`config.mk`:
```
export PLATFORM = sky130hd
export DESIGN_NAME = hall_speed_sensor
export DESIGN_NICKNAME = d
export VERILOG_FILES = /design/src/rtl/hall_pkg.sv /design/src/rtl/hall_filter.sv /design/src/rtl/hall_speed_sensor.sv
export SDC_FILE = /design/constraint.sdc
export NUM_CORES = 1
export LEC_CHECK = 0
export ABC_AREA = 1
export CORE_MARGIN = 3
export CORE_UTILIZATION = 35
export CTS_CLUSTER_SIZE = 20
export DETAILED_ROUTE_END_ITERATION = 16
export PLACE_DENSITY = 0.49
export SLEW_MARGIN = 20
export SYNTH_ARGS = -nofsm -noshare
export SYNTH_HDL_FRONTEND = slang
export SYNTH_HIERARCHICAL = 1
export SYNTH_SLANG_ARGS = --single-unit
```
`constraint.sdc`:
```
create_clock -name csi_MCLK_clk -period 5.8 [get_ports csi_MCLK_clk]
set_input_delay 1.16 -clock csi_MCLK_clk [delete_from_list [all_inputs] [get_ports csi_MCLK_clk]]
set_output_delay 1.16 -clock csi_MCLK_clk [all_outputs]
set_load 0.005 [all_outputs]
```
`src/rtl/hall_pkg.sv`:
```
// Shared constants and hall-sequence helpers for the hall speed sensor.
package hall_pkg;

  localparam logic [2:0] ADDR_ID     = 3'd0;
  localparam logic [2:0] ADDR_STATUS = 3'd1;
  localparam logic [2:0] ADDR_PERIOD = 3'd2;
  localparam logic [2:0] ADDR_POS    = 3'd3;
  localparam logic [2:0] ADDR_TMO    = 3'd4;
  localparam logic [2:0] ADDR_CTRL   = 3'd5;

  localparam logic [31:0] HALL_ID = 32'hEA68_0004;

  typedef enum logic [2:0] {
    H_100 = 3'b100,
    H_110 = 3'b110,
    H_010 = 3'b010,
    H_011 = 3'b011,
    H_001 = 3'b001,
    H_101 = 3'b101
  } hall_e;

  function automatic logic hall_legal(input logic [2:0] h);
    return (h != 3'b000) && (h != 3'b111);
  endfunction

  function automatic logic [2:0] hall_next(input logic [2:0] h);
    case (h)
      H_100:   return H_110;
      H_110:   return H_010;
      H_010:   return H_011;
      H_011:   return H_001;
      H_001:   return H_101;
      H_101:   return H_100;
      default: return h;
    endcase
  endfunction

  function automatic logic [2:0] hall_prev(input logic [2:0] h);
    case (h)
      H_100:   return H_101;
      H_110:   return H_100;
      H_010:   return H_110;
      H_011:   return H_010;
      H_001:   return H_011;
      H_101:   return H_001;
      default: return h;
    endcase
  endfunction

  function automatic logic [31:0] be_merge(
    input logic [31:0] old,
    input logic [31:0] wd,
    input logic [3:0]  be
  );
    logic [31:0] r;
    r = old;
    for (int i = 0; i < 4; i++)
      if (be[i]) r[8*i +: 8] = wd[8*i +: 8];
    return r;
  endfunction

endpackage

```
`src/rtl/hall_filter.sv`:
```
// Two-flop synchroniser plus FILT_LEN-sample debounce on the hall bus.
module hall_filter
  import hall_pkg::*;
#(
  parameter int unsigned FILT_LEN = 4
) (
  input  logic       clk,
  input  logic       rst_n,
  input  logic [2:0] raw_i,
  output logic [2:0] state_o,
  output logic       chg_o
);

  localparam logic [7:0] FL = 8'(FILT_LEN);

  logic [2:0] s1_q, s2_q;
  logic [2:0] cand_q, cand_d;
  logic [2:0] state_q, state_d;
  logic [7:0] cnt_q, cnt_d, run;
  logic       chg_d;

  always_comb begin
    cand_d  = cand_q;
    cnt_d   = cnt_q;
    state_d = state_q;
    chg_d   = 1'b0;
    run     = (s2_q == cand_q && cnt_q != 8'd0)
            ? cnt_q + 8'd1 : 8'd1;
    if (s2_q == state_q) begin
      cnt_d = 8'd0;
    end else if (run >= FL) begin
      state_d = s2_q;
      cnt_d   = 8'd0;
      chg_d   = 1'b1;
    end else begin
      cand_d = s2_q;
      cnt_d  = run;
    end
  end

  // Strobe and value are combinational so the consumer
  // registers them on the same edge as the accept.
  assign chg_o   = chg_d;
  assign state_o = s2_q;

  always_ff @(posedge clk or negedge rst_n) begin
    if (!rst_n) begin
      s1_q    <= 3'b000;
      s2_q    <= 3'b000;
      cand_q  <= 3'b000;
      cnt_q   <= 8'd0;
      state_q <= 3'b000;
    end else begin
      s1_q    <= raw_i;
      s2_q    <= s1_q;
      cand_q  <= cand_d;
      cnt_q   <= cnt_d;
      state_q <= state_d;
    end
  end

endmodule

```
`src/rtl/hall_speed_sensor.sv`:
```
// Hall front end: debounced state, direction, position, period, stall.
// Define HALL_IRQ_EN to build the interrupt logic.
module hall_speed_sensor
  import hall_pkg::*;
#(
  parameter int unsigned FILT_LEN    = 4,
  parameter logic [31:0] TIMEOUT_RST = 32'd0
) (
  input  logic        csi_MCLK_clk,
  input  logic        rsi_MRST_reset_n,
  input  logic [2:0]  avs_ctrl_address,
  input  logic        avs_ctrl_write,
  input  logic        avs_ctrl_read,
  input  logic [31:0] avs_ctrl_writedata,
  input  logic [3:0]  avs_ctrl_byteenable,
  output logic [31:0] avs_ctrl_readdata,
  output logic        avs_ctrl_waitrequest,
  input  logic        Ha,
  input  logic        Hb,
  input  logic        Hc,
  output logic [2:0]  hall_o,
  output logic        hall_valid,
  output logic        dir_o,
  output logic        irq
);

  logic clk, rst_n;
  assign clk   = csi_MCLK_clk;
  assign rst_n = rsi_MRST_reset_n;

  logic [2:0]  f_state;
  logic        f_chg;

  hall_filter #(.FILT_LEN(FILT_LEN)) u_filt (
    .clk     (clk),
    .rst_n   (rst_n),
    .raw_i   ({Ha, Hb, Hc}),
    .state_o (f_state),
    .chg_o   (f_chg)
  );

  logic [2:0]  hall_q, hall_d;
  logic        valid_q, valid_d;
  logic        dir_q, dir_d;
  logic        err_q, err_d;
  logic        stall_q, stall_d;
  logic [31:0] pos_q, pos_d;
  logic [31:0] per_q, per_d;
  logic [31:0] cnt_q, cnt_d;
  logic [31:0] tmo_q, tmo_d;
  logic [31:0] rdata_q, rdata_d;
  logic        trans, err_set;
  logic        wr_pos, wr_tmo, wr_ctrl;

  assign wr_pos  = avs_ctrl_write && avs_ctrl_address == ADDR_POS;
  assign wr_tmo  = avs_ctrl_write && avs_ctrl_address == ADDR_TMO;
  assign wr_ctrl = avs_ctrl_write && avs_ctrl_address == ADDR_CTRL;

  always_comb begin
    hall_d  = hall_q;
    valid_d = valid_q;
    dir_d   = dir_q;
    pos_d   = pos_q;
    per_d   = per_q;
    stall_d = stall_q;
    err_d   = err_q;
    tmo_d   = tmo_q;
    trans   = 1'b0;
    err_set = 1'b0;
    cnt_d   = (cnt_q == 32'hFFFF_FFFF) ? cnt_q : cnt_q + 32'd1;

    if (tmo_q != 32'd0 && cnt_q == tmo_q) begin
      stall_d = 1'b1;
      per_d   = 32'd0;
    end

    if (f_chg) begin
      if (!hall_legal(f_state)) begin
        err_set = 1'b1;
      end else if (!valid_q) begin
        hall_d  = f_state;
        valid_d = 1'b1;
      end else if (f_state == hall_next(hall_q)) begin
        hall_d = f_state;
        dir_d  = 1'b1;
        pos_d  = pos_q + 32'd1;
        trans  = 1'b1;
      end else if (f_state == hall_prev(hall_q)) begin
        hall_d = f_state;
        dir_d  = 1'b0;
        pos_d  = pos_q - 32'd1;
        trans  = 1'b1;
      end else if (f_state != hall_q) begin
        hall_d  = f_state;
        err_set = 1'b1;
      end
    end

    if (trans) begin
      per_d   = cnt_q;
      cnt_d   = 32'd1;
      stall_d = 1'b0;
    end

    if (wr_ctrl && avs_ctrl_writedata[1]) err_d = 1'b0;
    if (err_set) err_d = 1'b1;
    if (wr_pos)
      pos_d = be_merge(pos_q, avs_ctrl_writedata, avs_ctrl_byteenable);
    if (wr_tmo)
      tmo_d = be_merge(tmo_q, avs_ctrl_writedata, avs_ctrl_byteenable);
  end

`ifdef HALL_IRQ_EN
  logic irq_en_q, irq_en_d;
  logic pend_q, pend_d;

  always_comb begin
    irq_en_d = irq_en_q;
    pend_d   = pend_q;
    if (wr_ctrl) begin
      irq_en_d = avs_ctrl_writedata[0];
      if (avs_ctrl_writedata[2]) pend_d = 1'b0;
    end
    if ((err_d & ~err_q) | (stall_d & ~stall_q)) pend_d = 1'b1;
  end

  always_ff @(posedge clk or negedge rst_n) begin
    if (!rst_n) begin
      irq_en_q <= 1'b0;
      pend_q   <= 1'b0;
    end else begin
      irq_en_q <= irq_en_d;
      pend_q   <= pend_d;
    end
  end

  assign irq = pend_q & irq_en_q;
`else
  logic irq_en_q, pend_q;
  assign irq_en_q = 1'b0;
  assign pend_q   = 1'b0;
  assign irq      = 1'b0;
`endif

  always_comb begin
    rdata_d = rdata_q;
    if (avs_ctrl_read) begin
      case (avs_ctrl_address)
        ADDR_ID:     rdata_d = HALL_ID;
        ADDR_STATUS: rdata_d = {24'b0, pend_q, stall_q, err_q,
                                dir_q, valid_q, hall_q};
        ADDR_PERIOD: rdata_d = per_q;
        ADDR_POS:    rdata_d = pos_q;
        ADDR_TMO:    rdata_d = tmo_q;
        ADDR_CTRL:   rdata_d = {31'b0, irq_en_q};
        default:     rdata_d = 32'd0;
      endcase
    end
  end

  always_ff @(posedge clk or negedge rst_n) begin
    if (!rst_n) begin
      hall_q  <= 3'b000;
      valid_q <= 1'b0;
      dir_q   <= 1'b0;
      err_q   <= 1'b0;
      stall_q <= 1'b0;
      pos_q   <= 32'd0;
      per_q   <= 32'd0;
      cnt_q   <= 32'd0;
      tmo_q   <= TIMEOUT_RST;
      rdata_q <= 32'd0;
    end else begin
      hall_q  <= hall_d;
      valid_q <= valid_d;
      dir_q   <= dir_d;
      err_q   <= err_d;
      stall_q <= stall_d;
      pos_q   <= pos_d;
      per_q   <= per_d;
      cnt_q   <= cnt_d;
      tmo_q   <= tmo_d;
      rdata_q <= rdata_d;
    end
  end

  assign hall_o               = hall_q;
  assign hall_valid           = valid_q;
  assign dir_o                = dir_q;
  assign avs_ctrl_readdata    = rdata_q;
  assign avs_ctrl_waitrequest = 1'b0;

endmodule

```
==> metrics.txt, run 1 <==
status complete, no violations; Crit. End Element flop; DRC 0; GPL Wtd Cong 0.884; global-route wire length before repair 62000 um; share of layout cells above drive strength 1 6.31%; Leakage Power 6.84 nW; final core utilization 40.9%; via count 10800; TritonCTS clock tree yes; Top delay family on crit path simple AND/OR/NAND/NOR gates; Hold Vio Cnt, Final 0; CP Capture Point pos_q[27]$_DFFE_PN0P_; Worst path depth 15; RSZ-0062 raised after global routing no; Buf/Inv on CP 1; dpl hpwl 30700 um; endpoints failing setup 0; NetSw 3.51 mW; largest net degree at the start of global routing 98; # rows 67; sequential-to-total area share from yosys stat 39.2%; Setup Fix Bufs, Post-CTS 0; Finished Cell Area 13800 um^2; Hold Path Class reg -> reg; DR iter-0 viols 694; initial core utilization 35.5%; die span in y 191 um; die width 191 um; Post-layout nets 1812; Max-Cap Viols 0; R2R Setup Slk 2200 ps; power share of the clock group 17.4%; area of the die 36400 um^2; Syn Area/Cell 7.17 um^2; max_slew headroom 35.8%; combinational share of power 56.1%; highest clock rate 0.278 GHz; area of the mapped netlist 11900 um^2; largest fanout on the critical path 36; vias in the first global route 10600; slowest CP cell dfrtp_1; wire per inst 17.8 um; Synth cell types 53; switching part of the total 48.5%; minimum clock period 3600 ps; flops & latches, synth 187; Reg power frac 26.6%; core area 33600 um^2; Critical Path Max Stage Delay 620 ps; clock skew 14.5 ps; via-per-instance ratio 4.93; Int Pwr 3.72 mW; DR pass1 iterations 5; H-Tree Depth 4; Yosys warnings 6; Area Overhead vs Synth 15.2%; Overall Global Routing Usage 22.1%; ANT cells 0; # hold bufs at CTS 0; commonest non-fill, non-tap cell in the layout nand2_1; fin crit share 62.1%; worst r2r src u_filt/state_o[1]$_DFF_PN0_; FF-to-FF End pos_q[27]$_DFFE_PN0P_; TritonCTS Buffers 17; final setup TNS 0 ps; clk sink count 187; power per cell area 526 nW/um^2; clk buf depth 2; Worst Setup Path Type reg -> reg; fillers 3523; Worst-Skew Late Latency 440 ps; Reg2Reg Depth 15; clock-pin slew on the worst setup and hold paths 70 ps; drt total wl 39100 um; cell repeated most along the worst path nand2_1; critical path launch point u_filt/state_o[1]$_DFF_PN0_; PortBufs 82; total gr overflow 0; clk root buf clkbuf_16; I/O Pins 85; DP Area 13100 um^2; most frequent cells in the layout nand2_1, inv_1, dfrtp_1, nor2_1, nand3_1; Routed Antenna Nets 0; Worst VDD drop 271 uV; Cell Chain, Critical Path inv_1 > nand3_1 > nand2_1 > nor2_2 > nand2_4 > ha_1 > nand2_1 > nor2_1 > nand2_1 > nor3_1 > nand2_1 > nand3_1 > nand3_1 > nand2_1 > nand2_1; Worst Path Arrival 3930 ps; Cells after Synth 1665; CP required 6130 ps; startpoint types flop; slew at the pin closest to its max-slew limit 961 ps; CTS resizes 0; initial antenna violation count 0; Slew Limit Fails 0
area by class of cell:
type	count	area, um^2	area share (%)
timing repair buffer	85	855	6.21
clock buffer	19	433	3.15
sequential	187	4680	34.0
inverter	229	860	6.25
clock inverter	12	188	1.36
multi-input combinational	1212	6180	44.9
tap	448	561	4.07
registers in the layout, summed over array words and instances (netlist names), 8 cells and up:
signal / cells
tmo_q: 32
avs_ctrl_readdata: 32
pos_q: 32
cnt_q: 32
u_filt/cnt_q: 8
per_q: 32
cell families (layout without fill, tap and decap cells):
logic type,count (synthesis),count (layout),share of synthesized area (%)
compound gates,202,202,9.79
flops,187,187,39.2
mux,32,32,3.02
simple gates,895,895,32.0
buf+inv,272,345,9.23
fa+ha+maj,34,34,3.63
xor+xnor,41,41,3.07
other cells,2,8,0.0629
metrics by stage:
| stage | instances | hold slack (ps) | setup slack [ps] | power, mW |
|---|---|---|---|---|
| floorplan | 1671 | 331 | 3110 | 4.76 |
| global placement | 2161 | 337 | 1900 | 5.96 |
| detailed placement | 2161 | 339 | 1830 | 5.99 |
| CTS | 2192 | 356 | 2190 | 7.27 |
| global route | 2192 | 374 | 1850 | 7.99 |
| finish | 2192 | 353 | 2200 | 7.23 |
cell usage after synthesis (all sizes together):
cell	instances	share of area, %
clkbuf	19	0.61
nand3b	5	0.42
o221ai	17	1.2
a21oi	53	2.2
o22ai	1	0.052
o21bai	6	0.38
mux2	32	3.0
a21o	4	0.25
conb	2	0.063
nand4	26	1.4
or2	12	0.63
and3	1	0.052
and2	1	0.052
o211ai	9	0.68
nand2	556	18
ha	33	3.5
o2111ai	7	0.51
dfrtp	187	39
buf	24	1.4
clkinv	1	0.031
inv	228	7.2
nor3b	2	0.13
xor2	19	1.5
fa	1	0.17
nor4	9	0.52
a31oi	4	0.21
nand3	101	4.5
xnor2	22	1.6
nor2	150	4.9
o21ai	101	4.2
nor3	32	1.5
power by group through the flow:
stage,clock network (mW),logic [mW],registers (mW)
after detailed placement,0,4.05,1.94
after global placement,0,4.03,1.93
after global routing,1.35,4.68,1.96
after floorplan,0,2.98,1.78
after CTS,1.29,4.07,1.91
final,1.26,4.05,1.92
worst min path at each step:
stage,start,to,slack (ps),cells past startpoint
2_1_floorplan,u_filt/s1_q[0]$_DFF_PN0_,u_filt/state_o[0]$_DFF_PN0_,330,0
3_3_place_gp,u_filt/s1_q[2]$_DFF_PN0_,u_filt/state_o[2]$_DFF_PN0_,340,0
5_1_grt,u_filt/s1_q[0]$_DFF_PN0_,u_filt/state_o[0]$_DFF_PN0_,370,0
4_1_cts,u_filt/s1_q[1]$_DFF_PN0_,u_filt/state_o[1]$_DFF_PN0_,360,0
3_5_place_dp,u_filt/s1_q[1]$_DFF_PN0_,u_filt/state_o[1]$_DFF_PN0_,340,0
6_report,u_filt/s1_q[1]$_DFF_PN0_,u_filt/state_o[1]$_DFF_PN0_,350,0
layer usage:
| metal | vias up | GRT usage (%) | share of wire, % |
|---|---|---|---|
| li1 | 5454 | - | - |
| met1 | 5131 | 31.7 | 49 |
| met2 | 181 | 35.4 | 46 |
| met3 | 39 | 2.46 | 3.3 |
| met4 | 0 | 5.67 | 1.9 |
| met5 | - | 0 | 0 |
No activity file was read; power rests on OpenSTA's default activity.
==> run 2, diff against run 1 <==
clock period = 3.6 ns   (was 5.8 ns; I/O delays follow)
==> metrics.txt, run 2 (synthesized netlist as in run 1, its figures left out) <==
DR iter-0 viols 818 (was 694); final core utilization 41.4% (was 40.9%); clk sink count 187 (unchanged); initial antenna violation count 0 (unchanged); Critical Path Max Stage Delay 480 ps (was 620 ps); Hold Vio Cnt, Final 0 (unchanged); power consumption 11.6 mW (was 7.23 mW); FF-to-FF End pos_q[28]$_DFFE_PN0P_ (was pos_q[27]$_DFFE_PN0P_); H-Tree Depth 4 (unchanged); Area Overhead vs Synth 16.6% (was 15.2%); ANT cells 0 (unchanged); core area 33600 um^2 (unchanged); largest net degree at the start of global routing 84 (was 98); drt total wl 39600 um (was 39100 um); die width 191 um (unchanged); commonest non-fill, non-tap cell in the layout nand2_1 (unchanged); status complete, no violations (unchanged); slew at the pin closest to its max-slew limit 840 ps (was 961 ps); via count 11000 (was 10800); area of the die 36400 um^2 (unchanged); DR pass1 iterations 5 (unchanged); DRC 0 (unchanged); Worst Setup Path Type reg -> reg (unchanged); Leakage Power 6.91 nW (was 6.84 nW); endpoints failing setup 0 (unchanged); Max-Cap Viols 0 (unchanged); Crit. End Element flop (unchanged); most frequent cells in the layout nand2_1, inv_1, dfrtp_1, nor2_1, nand3_1 (unchanged); I/O Pins 85 (unchanged); CP required 3940 ps (was 6130 ps); vias in the first global route 10800 (was 10600); final hold slack 338 ps (was 353 ps); Finished Cell Area 13900 um^2 (was 13800 um^2); share of layout cells above drive strength 1 7.44% (was 6.31%); worst r2r src hall_o[1]$_DFFE_PN0P_ (was u_filt/state_o[1]$_DFF_PN0_); Hold Path Class in -> async (was reg -> reg); slack of the critical path 220 ps (was 2200 ps); TritonCTS Buffers 17 (unchanged); global-route wire length before repair 62600 um (was 62000 um); Post-layout nets 1827 (was 1812); dpl hpwl 30700 um (about the same); power per cell area 831 nW/um^2 (was 526 nW/um^2); TritonCTS clock tree yes (unchanged); GPL Wtd Cong 0.911 (was 0.884); PortBufs 82 (unchanged); clk root buf clkbuf_16 (unchanged); RSZ-0062 raised after global routing no (unchanged); total gr overflow 0 (unchanged); max_slew headroom 43.8% (was 35.8%); largest fanout on the critical path 27 (was 36); Worst VDD drop 479 uV (was 271 uV); Placed Instances 2176 (was 2161); clk buf depth 2 (unchanged); clock skew 20.5 ps (was 14.5 ps); Worst Path Arrival 3720 ps (was 3930 ps); die span in y 191 um (unchanged); Reg2Reg Depth 15 (unchanged); minimum clock period 3380 ps (was 3600 ps); # rows 67 (unchanged); startpoint types flop (unchanged); fin crit share 93.9% (was 62.1%); via-per-instance ratio 4.97 (was 4.93); Cell Chain, Critical Path nor2_4 > nand2_2 > nand3_1 > nand2_1 > nor2_2 > nand2_8 > ha_1 > nand2_1 > nor2_1 > nor3b_1 > nand3_1 > nand3_1 > nand3_1 > nand2_1 > nand2_1 (was inv_1 > nand3_1 > nand2_1 > nor2_2 > nand2_4 > ha_1 > nand2_1 > nor2_1 > nand2_1 > nor3_1 > nand2_1 > nand3_1 > nand3_1 > nand2_1 > nand2_1); slowest CP cell dfrtp_2 (was dfrtp_1); Routed Antenna Nets 0 (unchanged); final setup TNS 0 ps (unchanged); Worst-Skew Late Latency 450 ps (was 440 ps); wire per inst 17.9 um (was 17.8 um); Setup Slack @ Placement 153 ps (was 1830 ps); Slew Limit Fails 0 (unchanged); Post-Layout Cell Count 2208 (was 2192); highest clock rate 0.296 GHz (was 0.278 GHz); DP Area 13300 um^2 (was 13100 um^2); R2R Setup Slk 220 ps (was 2200 ps); clock-pin slew on the worst setup and hold paths 80 ps (was 70 ps); critical path launch point hall_o[1]$_DFFE_PN0P_ (was u_filt/state_o[1]$_DFF_PN0_); Overall Global Routing Usage 22.4% (was 22.1%); CP Capture Point pos_q[28]$_DFFE_PN0P_ (was pos_q[27]$_DFFE_PN0P_); initial core utilization 35.5% (unchanged)
-- run 2: changes by cell type in the layout (fill, tap and decap cells not counted), moves of 2 or more --
cell and change:
clkbuf_8 +3, clkbuf_1 -2, dfrtp_2 +3, inv_6 -2, clkinv_8 +3, bufinv_16 -3, clkinv_4 -2, dfrtp_1 -3
inv_8 +3, buf_4 +12, buf_12 +3
-- run 2: area by class of cell --
cell class	count	area (um^2)
clock buffer	20	467
timing repair buffer	100	1000
sequential	187	4680
fill	3525	19700
multi-input combinational	1212	6190
tap	448	561
inverter	229	860
clock inverter	12	153
-- run 2: worst min path at each step --
stage	endpoint	slack (ps)	depth (start not counted)
final	u_filt/state_o[0]$_DFF_PN0_	340	1
after global routing	u_filt/state_o[2]$_DFF_PN0_	360	0
after CTS	u_filt/state_o[0]$_DFF_PN0_	350	0
after detailed placement	u_filt/state_o[0]$_DFF_PN0_	340	0
after global placement	u_filt/state_o[2]$_DFF_PN0_	330	0
after floorplan	u_filt/state_o[0]$_DFF_PN0_	330	0
-- run 2: power by group --
part / switching [mW] / leakage [nW] / total, mW / internal (mW)
sequential: 0.503 / 2.36 / 3.06 / 2.55
clock: 0.971 / 0.293 / 2.02 / 1.05
combinational: 4.18 / 4.25 / 6.49 / 2.31
total: 5.65 / 6.91 / 11.6 / 5.91
-- run 2: repair_timing --
item	CTS	global route
setup endpoints to repair	0	5
hold buffers	0	0
setup buffers	0	0
resized for setup	0	4
-- run 2: layer usage --
layer / track usage (%) / part of all wire, %
met4: 6.52 / 2.4
met2: 34.8 / 44
met5: 0 / 0
met1: 32.6 / 49
met3: 3.05 / 4.0
-- run 2: worst max-delay path, delay by kind of cell (launching register included) --
kind / cells / cell delay (ps)
and+or+nand+nor: 14 / 2310
DFF: 1 / 480
adders and majority gates: 1 / 460
